**config.mk**
```make
export PLATFORM = sky130hd
export DESIGN_NAME = pc_sequencer_flat
export DESIGN_NICKNAME = d
export VERILOG_FILES = /design/src/rtl/pc_sequencer_if.sv /design/src/rtl/pc_sequencer.sv /design/src/flat_wrapper.sv
export SDC_FILE = /design/constraint.sdc
export NUM_CORES = 1
export LEC_CHECK = 0
export CORE_AREA = 2 2 119 121
export DETAILED_ROUTE_END_ITERATION = 10
export DIE_AREA = 0 0 121 123
export PLACE_DENSITY = 0.79
export SYNTH_ARGS = -nofsm -noshare
export SYNTH_HDL_FRONTEND = slang
export SYNTH_SLANG_ARGS = --single-unit
```
**constraint.sdc**
```tcl
create_clock -name clk -period 4.2 [get_ports clk]
set_clock_uncertainty 0.15 [all_clocks]
set_input_delay 0.84 -clock clk [delete_from_list [all_inputs] [get_ports clk]]
set_output_delay 0.84 -clock clk [all_outputs]
set_load 0.05 [all_outputs]
```
**src/rtl/pc_sequencer_if.sv**
```systemverilog
// Instruction-fetch handshake between the PC sequencer and instruction memory.
// Latency: none, wires only.
// Backpressure: imem_req is held until imem_ack; memory may stall the fetch indefinitely.
interface pc_sequencer_if;
  logic        imem_req;
  logic [31:0] imem_addr;
  logic        imem_ack;
  logic [31:0] imem_data;

  modport master (
    output imem_req,
    output imem_addr,
    input  imem_ack,
    input  imem_data
  );

  modport slave (
    input  imem_req,
    input  imem_addr,
    output imem_ack,
    output imem_data
  );
endinterface

```
**src/rtl/pc_sequencer.sv**
```systemverilog
// Program-counter sequencer: FETCH -> DECODE -> EXEC -> UPDATE loop driving the instruction fetch port.
// Latency: 4 cycles per instruction minimum (ack in first FETCH cycle, exec_done in first EXEC cycle).
// Backpressure: stalls in FETCH until imem_ack and in EXEC until exec_done; PC_SEQ_JR_EN enables pc_src=11 jump-register.
module pc_sequencer #(
  parameter logic [31:0] RESET_PC = 32'h0000_0000
) (
  input  logic           clk,
  input  logic           rst_n,
  input  logic           start,
  pc_sequencer_if.master imem,
  output logic [31:0]    ir,
  output logic           ir_valid,
  input  logic           exec_done,
  input  logic [1:0]     pc_src,
  input  logic [31:0]    jr_addr,
  output logic [31:0]    pc,
  output logic           busy,
  output logic           illegal_src
);

  typedef enum logic [2:0] {
    IDLE   = 3'd0,
    FETCH  = 3'd1,
    DECODE = 3'd2,
    EXEC   = 3'd3,
    UPDATE = 3'd4
  } state_t;

  state_t      state;
  logic [31:0] pc_plus4;
  logic [1:0]  src_q;
  logic [31:0] br_off;
  logic [31:0] next_pc;

`ifdef PC_SEQ_JR_EN
  logic [31:2] jr_q;
  // The two low bits of the register target are always forced to zero.
  logic        unused_jr_lsb;
  assign unused_jr_lsb = ^jr_addr[1:0];
`else
  // Jump-register is not built; the target input is left unconnected internally.
  logic        unused_jr;
  assign unused_jr = ^jr_addr;
`endif

  // Fetch address always tracks the architectural PC.
  assign imem.imem_addr = pc;

  // Branch displacement: sign-extended word offset from the low half of ir.
  assign br_off = {{14{ir[15]}}, ir[15:0], 2'b00};

  // Next-PC select from the source captured when exec_done was seen.
  always_comb begin
    next_pc = pc_plus4;
    case (src_q)
      2'b01:   next_pc = pc_plus4 + br_off;
      2'b10:   next_pc = {pc_plus4[31:28], ir[25:0], 2'b00};
`ifdef PC_SEQ_JR_EN
      2'b11:   next_pc = {jr_q, 2'b00};
`endif
      default: next_pc = pc_plus4;
    endcase
  end

  // Sequencer FSM with registered outputs; reset drops the fetch request without waiting for a clock.
  always_ff @(posedge clk or negedge rst_n) begin
    if (!rst_n) begin
      state         <= IDLE;
      pc            <= RESET_PC;
      pc_plus4      <= RESET_PC;
      ir            <= '0;
      ir_valid      <= 1'b0;
      imem.imem_req <= 1'b0;
      busy          <= 1'b0;
      illegal_src   <= 1'b0;
      src_q         <= 2'b00;
`ifdef PC_SEQ_JR_EN
      jr_q          <= '0;
`endif
    end else begin
      ir_valid    <= 1'b0;
      illegal_src <= 1'b0;
      case (state)
        IDLE: begin
          if (start) begin
            state         <= FETCH;
            imem.imem_req <= 1'b1;
            busy          <= 1'b1;
          end
        end
        FETCH: begin
          if (imem.imem_ack) begin
            ir            <= imem.imem_data;
            pc_plus4      <= pc + 32'd4;
            imem.imem_req <= 1'b0;
            ir_valid      <= 1'b1;
            state         <= DECODE;
          end
        end
        DECODE: begin
          state <= EXEC;
        end
        EXEC: begin
          if (exec_done) begin
            src_q <= pc_src;
`ifdef PC_SEQ_JR_EN
            jr_q  <= jr_addr[31:2];
`else
            illegal_src <= (pc_src == 2'b11);
`endif
            state <= UPDATE;
          end
        end
        UPDATE: begin
          pc <= next_pc;
          if (start) begin
            state         <= FETCH;
            imem.imem_req <= 1'b1;
          end else begin
            state <= IDLE;
            busy  <= 1'b0;
          end
        end
        default: begin
          state         <= IDLE;
          imem.imem_req <= 1'b0;
          busy          <= 1'b0;
        end
      endcase
    end
  end

endmodule

```
**src/flat_wrapper.sv**
```systemverilog
// flat-port wrapper written by rule: the top's interface ports become plain ports
module pc_sequencer_flat 
#(
  parameter logic [31:0] RESET_PC = 32'h0000_0000
)
  (clk, rst_n, start, ir, ir_valid, exec_done, pc_src, jr_addr, pc, busy, illegal_src, imem_imem_req, imem_imem_addr, imem_imem_ack, imem_imem_data);
  pc_sequencer_if imem_i ();
  input  logic clk;
  input  logic rst_n;
  input  logic start;
  output logic [31:0] ir;
  output logic ir_valid;
  input  logic exec_done;
  input  logic [1:0] pc_src;
  input  logic [31:0] jr_addr;
  output logic [31:0] pc;
  output logic busy;
  output logic illegal_src;
  output wire logic [$bits(imem_i.imem_req)-1:0] imem_imem_req;
  output wire logic [$bits(imem_i.imem_addr)-1:0] imem_imem_addr;
  input wire logic [$bits(imem_i.imem_ack)-1:0] imem_imem_ack;
  input wire logic [$bits(imem_i.imem_data)-1:0] imem_imem_data;
  assign imem_imem_req = imem_i.imem_req;
  assign imem_imem_addr = imem_i.imem_addr;
  assign imem_i.imem_ack = imem_imem_ack;
  assign imem_i.imem_data = imem_imem_data;
  pc_sequencer #(.RESET_PC(RESET_PC)) u_core (.clk(clk), .rst_n(rst_n), .start(start), .imem(imem_i), .ir(ir), .ir_valid(ir_valid), .exec_done(exec_done), .pc_src(pc_src), .jr_addr(jr_addr), .pc(pc), .busy(busy), .illegal_src(illegal_src));
endmodule
```
After elaboration in Yosys (flattened, before gate mapping)
Cells that the tools add are included.
Storage, ports and cells
  register bits: 105
  input port bits: 71
  output and inout bits: 100
  word-level logic and storage cells: 49
Operators by class
  $add $sub $neg: 2
  eq/ne operators: 12
  multiplexer cells: 15
  bitwise operators: 2
  reductions and logical operators: 9
Operators with widths (count)
  case mux 32 bit (2 select lines): 1
  adder 32 x 3 -> 32 bit (second input constant): 1
  adder 32 bit: 1
  case mux 3 bit (5 select lines): 1
  2-to-1 mux 3 bit: 3
  AND reduction 3 bit: 3
  2-to-1 mux 1 bit: 8
  != test 2 bit (second input constant): 4
  equality test 3 x 2 -> 1 bit (second input constant): 2
  case mux 1 bit (3 select lines): 2
  equality test 2 bit (second input constant): 2
  AND reduction 2 bit: 2
  OR reduction 2 bit: 2
  equality test 3 x 1 -> 1 bit (second input constant): 1
  equality test 3 bit (second input constant): 1
  logical NOT 3 bit: 1
  OR reduction 3 bit: 1
  equality test 2 x 1 -> 1 bit (second input constant): 1
  != test 2 x 1 -> 1 bit (second input constant): 1
  inverter 1 bit: 2

Longest topological paths before layout
  depth after elaboration: 4
  mapped depth: 10
  gate-level depth less buffers: 10

Least setup slack after synthesis
OpenSTA, ideal clock, no wires.
  path kind: register to register
  start: reg u_core.ir[0]
  end: reg u_core.pc[16], in the netlist u_core.imem.imem_addr[16]
  library setup time: 0.082 ns
  arrival: 2.677 ns
  data required time: 3.968 ns
  setup slack: 1.291 ns
  cell stages (with the launch flop): 11
  path buffers: 0
  period minus slack after synthesis: 2.909 ns
  path through: dfrtp_1 > ha_1 > inv_1 > fa_1 > nand2b_1 > a21oi_2 > nor2_1 > o31ai_1 > a41oi_1 > mux2_1 > a31oi_1
Between the ends
  word-level cells in the longest chain between the ends: 2
Ends and longest elaborated chain
  from (decl): line pc_sequencer.sv:11  | output logic [31:0] ir,
  from (signal assigned): line pc_sequencer.sv:93  | ir <= imem.imem_data;
  adder 32 bit: line pc_sequencer.sv:56  | 2'b01: next_pc = pc_plus4 + br_off;
  case mux 32 bit (2 select lines): line pc_sequencer.sv:55  | case (src_q)
  to (signal assigned): line pc_sequencer.sv:115  | pc <= next_pc;
  to (decl): line pc_sequencer.sv:16  | output logic [31:0] pc,
No other way between the ends.
A chain may end at the register's enable or synchronous reset.

Final worst setup path
  start: reg u_core.ir[15]
  end: out ir[15]
RTL lines
  to (decl): line flat_wrapper.sv:11  | output logic [31:0] ir;
No word-level cell between the ends.

==> impl_metrics.py <==
metrics = {
    "route": {
        "num_vias": 6061,
        "drc": 0,
        "ant_nets": 0,
        "drt-vias-per-instance": 5.79,
        "drtIter0Drc": 463,
        "avgRoutedWirePerCell_um": 17.4,
        "dr.pass1.iters": 4,
        "wirelength_mm": 18.3,
    },
    "finish": {
        "final_area_um2": 8580,
        "fillers": 1172,
        "nets": 967,
        "diodes": 0,
        "final_util_pct": 63.0,
        "area_delta_synth_final_pct": 22.4,
        "drive_gt1_share_pct": 8.54,
    },
    "logic_synthesis": {
        "synth_top_area_share_pct": 37.5,
        "ys_seq_area_share_pct": 37.5,
        "synth-edff-count": 0,
        "synthCells": 781,
        "synth_nets": 885,
        "async_reset_ff_share_pct": 100,
        "synthFlopType": "dfrtp_1",
        "synthTopCellsByArea": "dfrtp_1 37%, ha_1 5.7%, mux2_2 5.3%",
        "netlist_area_um2": 7010,
        "synth_area_leader_cell": "dfrtp_1",
        "synth_common_cells": "105 x dfrtp_1, 71 x a21oi_1, 68 x nand2_1, 67 x nor2_1, 55 x o21ai_0",
        "yosysMostFrequentCell": "dfrtp_1",
        "syn_area_per_cell_um2": 8.98,
        "ys_ff_latch": 105,
        "ys_warn_count": 0,
        "synth_cell_types": 67,
    },
    "sta": {
        "worst_pin_slew_ns": 0.962,
        "maxSlewViolCount": 0,
        "fmax_mhz": 317,
        "maxSlewHeadroom_pct": 35.9,
        "min_period_over_period_pct": 75.2,
        "setup-violations-final": 0,
        "final-hold-violation-count": 0,
        "min_period_ns": 3.16,
        "fin_setup_tns_ns": 0,
        "rsz0062_at_grt": "false",
        "whs_ns": 0.323,
    },
    "setup_path": {
        "cp-start-kind": "flip-flop",
        "worst_path_largest_cell_delay_ns": 0.94,
        "endpoint_kind": "output pin",
        "worstPathRequired_ns": 3.21,
        "worstSetupPathType": "reg -> out",
        "path_buf_inv": 1,
        "path_max_fanout": 18,
        "cp_cell_sequence": "clkdlybuf4s50_1",
        "arrival_ns": 2.17,
        "cp_top_family": "buffers and inverters",
        "cp_slowest_cell": "clkdlybuf4s50_1",
    },
    "grt": {
        "grt-ovfl-total": 0,
        "antenna_found_initial": 0,
        "grt_max_degree": 63,
        "track_usage_pct": 25.4,
        "first_global_vias": 5764,
        "grt_pass1_wl_mm": 29.7,
    },
    "die": {
        "start_util_pct": 51.5,
        "ios": 171,
        "num_rows": 43,
        "core_area_um2": 13600,
        "die_y_um": 123,
        "die_area_um2": 14900,
        "die_w_um": 121,
    },
    "clocking": {
        "cts_resized": 0,
        "htree_levels": 3,
        "cts-buffers-inserted": 9,
        "hold_buffers": 0,
        "clock_path_buffers": 2,
        "cts_setup_buffers": 0,
        "tritoncts": "built",
        "clk_latency_ns": 0.37,
        "cts-root-buf": "clkbuf_16",
        "cts.clk_slew.worst_paths_ns": 0.07,
        "clock-sinks": 105,
    },
    "min_path": {
        "hp-class": "in -> async",
    },
    "job": {
        "drv_cap": 0,
    },
    "placement": {
        "placed_area_um2": 8260,
        "io_buffers": 138,
        "gp_congestion": 0.899,
        "place_hpwl_mm": 13.0,
    },
    "outcome": {
        "status": "complete, no violations",
    },
}
registers in the layout, summed over array words and instances (netlist names):
name,count
u_core.src_q,2
u_core.imem.imem_req,1
u_core.ir,32
u_core.imem.imem_addr,32
u_core.pc_plus4,32
u_core.busy,1
u_core.ir_valid,1
u_core.state,3
u_core.illegal_src,1
layout make-up:
type                       count  area, um^2  area share (%)
inverter                      18        67.6           0.788
timing repair buffer         148        1470            17.1
multi-input combinational    581        3880            45.2
clock inverter                 6        91.3            1.06
sequential                   105        2630            30.6
tap                          180         225            2.63
clock buffer                   9         225            2.63
worst reg2reg max path, stage by stage (launching register included):
cell and delay [ns]:
dfrtp_1 0.86, ha_1 0.44, a21oi_1 0.35, o21a_1 0.23, nor2_1 0.05, a211oi_1 0.20
nor3b_1 0.35, xor2_1 0.18, o21ai_0 0.09
cells in the final DEF, fill, tap and decap left out, drive strengths merged, types with 6 or more instances in the layout:
master and n:
clkbuf 9, mux2i 10, buf 11, a221oi 12
nand2b 6, nand4 7, o22ai 8, mux2 35
a21o 16, ha 32, inv 20, dfrtp 105
and4 8, nand3 27, xor2 28, and3 13
xnor2 17, nor2 67, a31oi 10, clkdlybuf4s50 137
a21oi 72, o31ai 6, o21ai 57, nor3 13
nand2 68
stage by stage:
step	cells	worst slack, ns
5_1_grt	1047	0.966
2_1_floorplan	781	1.29
3_3_place_gp	1032	1.15
6_report	1047	1.04
3_5_place_dp	1032	1.08
4_1_cts	1047	1.06
worst paths after layout:
kind / from / slack (ns) / end / cells past startpoint
max: u_core.ir[15]$_DFFE_PN0P_ / 1.04 / ir[15] / 1
min: rst_n / 0.32 / u_core.ir[8]$_DFFE_PN0P_ / 1
max reg2reg: u_core.ir[15]$_DFFE_PN0P_ / 1.16 / u_core.imem.imem_addr[29]$_DFFE_PN0P_ / 8
min reg2reg: u_core.pc_plus4[0]$_DFFE_PN0P_ / 0.36 / u_core.pc_plus4[0]$_DFFE_PN0P_ / 1
max in group asynchronous: rst_n / 2.84 / u_core.ir[26]$_DFFE_PN0P_ / 2
min in group clk: u_core.pc_plus4[0]$_DFFE_PN0P_ / 0.36 / u_core.pc_plus4[0]$_DFFE_PN0P_ / 1
routing by layer:
layer | vias to the layer above | track usage, % | wire [um]
met4 | 0 | 8.87 | 358
met1 | 2898 | 33.7 | 8370
met2 | 188 | 41.5 | 8510
li1 | 2949 | - | -
met5 | - | 0 | 0
met3 | 26 | 5.17 | 1030
kinds of logic after synthesis:
family / Yosys count / synth area share, %
simple gates: 235 / 16.6
fa+ha+maj: 33 / 6.00
xor+xnor: 45 / 5.62
mux: 45 / 7.05
flops: 105 / 37.5
buf+inv: 95 / 7.39
compound gates: 223 / 19.9
Power is left out: the tool's default activity adds up to more than one toggle a clock period on the data nets, which glitch-free logic cannot reach.
==> edit 1, RTL diff (same settings) <==
The option `PC_SEQ_JR_EN` is turned on by a define.
--- a/src/rtl/pc_sequencer.sv
+++ b/src/rtl/pc_sequencer.sv
@@ -1,6 +1,8 @@
 // Program-counter sequencer: FETCH -> DECODE -> EXEC -> UPDATE loop driving the instruction fetch port.
 // Latency: 4 cycles per instruction minimum (ack in first FETCH cycle, exec_done in first EXEC cycle).
 // Backpressure: stalls in FETCH until imem_ack and in EXEC until exec_done; PC_SEQ_JR_EN enables pc_src=11 jump-register.
+`define PC_SEQ_JR_EN
+
 module pc_sequencer #(
   parameter logic [31:0] RESET_PC = 32'h0000_0000
 ) (
Function: changed (Yosys sat finds a counterexample within 10 cycles, from zero or initial values and one cycle with rst_n low).
==> edit 1 against the unedited design <==
Synthesized area grew 17%. Setup slack lost 22 ps. Cell count grew 15%. Final area grew 20%. Routed wire length grew 25%. Count of clock-buffer cells in the layout grew 8. Sequential cell count grew 29. Synthesized cell count grew 13%. Largest cell class unchanged.
Power is left out: the tool's default activity adds up to more than one toggle a clock period on the data nets, which glitch-free logic cannot reach.
==> edit 1: results (changes against the unedited design) <==
[status]
status = finished clean  ; unchanged

[global_routing]
grt_usage_pct = 31.5  ; was 25.4%
use_met2_pct = 48.6  ; was 41.5%
grt_pass1_wl_mm = 36.1  ; was 29.7 mm
use_met1_pct = 44.4  ; was 33.7%
grt_max_degree = 80  ; was 63
met3_usage_pct = 7.70  ; was 5.17%

[placement]
hpwl_mm = 16.2  ; was 13.0 mm
port-buffer-count = 167  ; was 138
dpl-instance-area_sq_mm = 0.00975  ; was 0.00826 sq mm

[synth]
yosysUniqueCellTypes = 71  ; was 67
synthXorXnorAreaFrac_pct = 5.36  ; was 5.62%
synth_area_per_cell_sq_um = 9.24  ; was 8.98 sq um
synthMuxAreaShare_pct = 10.2  ; was 7.05%
synth_commonest_cells = 175 x nand2_1, 134 x dfrtp_1, 78 x a21oi_1  ; was 105 x dfrtp_1, 71 x a21oi_1, 68 x nand2_1
syn_nets = 987  ; was 885
synth_adder_area_share_pct = 4.84  ; was 6.00%
synth_area_leaders = dfrtp_1 41%, nand2_1 8.0%, mux2_2 5.6%  ; was dfrtp_1 37%, ha_1 5.7%, mux2_2 5.3%
ys_seq_area_share_pct = 41.0  ; was 37.5%

[clock_network]
clk_latency_ps = 420  ; was 370 ps
numCtsBuffers = 17  ; was 9
post_cts_resized = 0  ; unchanged
cts.sinks = 134  ; was 105
h-tree-depth = 4  ; was 3

[drt]
wirelength_mm = 22.8  ; was 18.3 mm
dr_wl_met3_mm = 1.76  ; was 1.03 mm
first_iter_violations = 652  ; was 463
m1WireLength_mm = 9.95  ; was 8.37 mm
first_pass_iters = 6  ; was 4

[layout]
multi_input_gates = 669  ; was 581
buf_share_pct = 17.4  ; was 17.1%
fill_cells = 1003  ; was 1,172
seq_area_sq_mm = 0.00335  ; was 0.00263 sq mm
n_all_inverters = 7  ; was 18
clock_tree_area_fraction_pct = 5.70  ; was 3.69%
layout-drive-gt1-share_pct = 11.8  ; was 8.54%
nets = 1112  ; was 967

[setup_path]
worst_ep_arrival_time_ps = 2190  ; was 2170 ps
reg2regPathDepth = 9  ; was 8

==> edit 1: cell count changes in the layout (fill, tap and decap cells not counted), sizes merged, moves of 8 or more <==
cell	unedited run	this run
a21o	16	8
a221oi	12	3
clkbuf	9	17
clkdlybuf4s50	137	166
dfrtp	105	134
mux2i	10	19
mux4	0	8
nand2	68	175
nor2	67	75
o21ai	57	32
==> edit 1: path summary, 6_finish.rpt <==
path,slack (ps),end,start
worst max-delay path,1020,ir[15],u_core.ir[15]$_DFFE_PN0P_
worst min-delay path,310,u_core.ir[2]$_DFFE_PN0P_,rst_n
worst max register to register,1150,u_core.imem.imem_addr[16]$_DFFE_PN0P_,u_core.ir[0]$_DFFE_PN0P_
worst min register to register,320,u_core.jr_q[2]$_DFFE_PN0P_,u_core.jr_q[2]$_DFFE_PN0P_
max in group asynchronous,2830,u_core.imem.imem_addr[20]$_DFFE_PN0P_,rst_n
min in group clk,320,u_core.jr_q[2]$_DFFE_PN0P_,u_core.jr_q[2]$_DFFE_PN0P_
==> edit 2, RTL diff (same flow settings) <==
Made on the original files. The 5 states of `state_t` get a one-hot encoding in 5 bits.
--- a/src/rtl/pc_sequencer.sv
+++ b/src/rtl/pc_sequencer.sv
@@ -18,12 +18,12 @@
   output logic           illegal_src
 );
 
-  typedef enum logic [2:0] {
-    IDLE   = 3'd0,
-    FETCH  = 3'd1,
-    DECODE = 3'd2,
-    EXEC   = 3'd3,
-    UPDATE = 3'd4
+  typedef enum logic [4:0] {
+    IDLE   = 5'b00001,
+    FETCH  = 5'b00010,
+    DECODE = 5'b00100,
+    EXEC   = 5'b01000,
+    UPDATE = 5'b10000
   } state_t;
 
   state_t      state;
Behaviour: same outputs for any inputs over 10 cycles, from zero or initial values and one cycle with rst_n low; not proved beyond that.
==> edit 2 against the unedited design <==
Worst hold slack improved by 2.0 ps. Non-clock buffer count is 2 higher. Sequential cell count grew 2. Synthesized area down 2.9%. Routed wire length fell by 3.6%. Fmax is 1.2% higher. Setup slack better by 38 ps. Final area fell by 1.7%. Count of clock-buffer cells in the layout increased by 3. Critical endpoint unchanged. Largest cell class unchanged.
==> edit 2: results (changes against the unedited design) <==
[status]
status = finished clean  ; unchanged

[global_routing]
grt_max_degree = 93  ; was 63
grt_pass1_wl_mm = 28.9  ; was 29.7 mm
antenna_found_initial = 0  ; unchanged
grt_pass1_vias = 5813  ; was 5,764
grt_usage_pct = 24.4  ; was 25.4%

[sta]
slew_headroom_pct = 36.6  ; was 35.9%

[synth]
synth_adder_area_share_pct = 6.18  ; was 6.00%
synth_compound_gate_area_share_pct = 21.3  ; was 19.9%
synth_area_leaders = dfrtp_1 39%, nand2_1 11%, o21ai_0 6.8%  ; was dfrtp_1 37%, ha_1 5.7%, mux2_2 5.3%
synthMuxAreaShare_pct = 0.147  ; was 7.05%
synth_commonest_cells = 194 x nand2_1, 106 x dfrtp_1, 92 x o21ai_0  ; was 105 x dfrtp_1, 71 x a21oi_1, 68 x nand2_1
syn_nets = 922  ; was 885
ys_seq_area_share_pct = 39.4  ; was 37.5%
yosys_warnings = 0  ; unchanged
synthXorXnorAreaFrac_pct = 6.95  ; was 5.62%
yosysUniqueCellTypes = 60  ; was 67

[clock_network]
post_cts_buffers = 0  ; unchanged
root_buffer = clkbuf_16  ; unchanged

[placement]
port-buffer-count = 138  ; unchanged
hpwl_mm = 12.0  ; was 13.0 mm
routabilityCongestion = 0.903  ; was 0.899

[layout]
layout-drive-gt1-share_pct = 4.05  ; was 8.54%
fill_cells = 1207  ; was 1,172
nets = 1012  ; was 967

[drt]
first_pass_iters = 5  ; was 4
first_iter_violations = 400  ; was 463
avgRoutedWirePerCell_microns = 16.1  ; was 17.4 microns
viasPerCell = 5.65  ; was 5.79

[power_and_ir_drop]
p_int_mw = 2.93
peakVddDrop_mv = 0.432
finalPower_mw = 5.65
leakagePower_nw = 3.69

[min_path]
hp-class = reg -> reg  ; was in -> async

[setup_path]
worst_ep_arrival_time_ps = 2130  ; was 2170 ps
cp_slowest_cell = clkdlybuf4s50_1  ; unchanged

-- edit 2: logic make-up after synthesis --
| logic type | after synthesis |
|---|---|
| compound gates | 225 |
| mux | 1 |
| buf+inv | 90 |
| xor+xnor | 54 |
| flops | 107 |
| simple gates | 308 |
| fa+ha+maj | 33 |
-- edit 2: final cells by class --
class	count	area share [%]
multi-input combinational	621	43.4
clock buffer	12	3.16
clock inverter	4	0.564
tap	180	2.67
inverter	19	0.845
sequential	107	31.8
timing repair buffer	150	17.6
-- edit 2: through the flow --
step | worst slack, ps | instances | utilization, % | cell area (sq um)
floorplan | 1300 | 818 | - | 6810
finish | 1080 | 1093 | 62.0 | 8440
global placement | 1270 | 1077 | 59.7 | 8120
CTS | 1090 | 1093 | 62.0 | 8440
detailed placement | 1280 | 1077 | 59.7 | 8120
global route | 1020 | 1093 | 62.0 | 8440
-- edit 2: metal layers --
metal	track usage, %	wire, microns	vias up	part of all wire [%]
met4	7.41	256	0	1.5
met2	39.5	8230	192	47
li1	-	-	3009	-
met5	0	0	-	0
met1	33.2	8020	2957	46
met3	5.03	1100	13	6.3
-- edit 2: final timing paths --
check	depth (start not counted)	slack [ps]	from	to
setup / recovery	1	1080	u_core.ir[15]$_DFFE_PN0P_	ir[15]
hold / removal	2	320	u_core.pc_plus4[1]$_DFFE_PN0P_	u_core.pc_plus4[1]$_DFFE_PN0P_
setup reg to reg	8	1220	u_core.ir[15]$_DFFE_PN0P_	u_core.imem.imem_addr[26]$_DFFE_PN0N_
hold reg to reg	2	320	u_core.pc_plus4[1]$_DFFE_PN0P_	u_core.pc_plus4[1]$_DFFE_PN0P_
max in group asynchronous	2	2680	rst_n	u_core.pc_plus4[26]$_DFFE_PN0P_
min in group asynchronous	1	480	rst_n	u_core.ir[10]$_DFFE_PN0P_
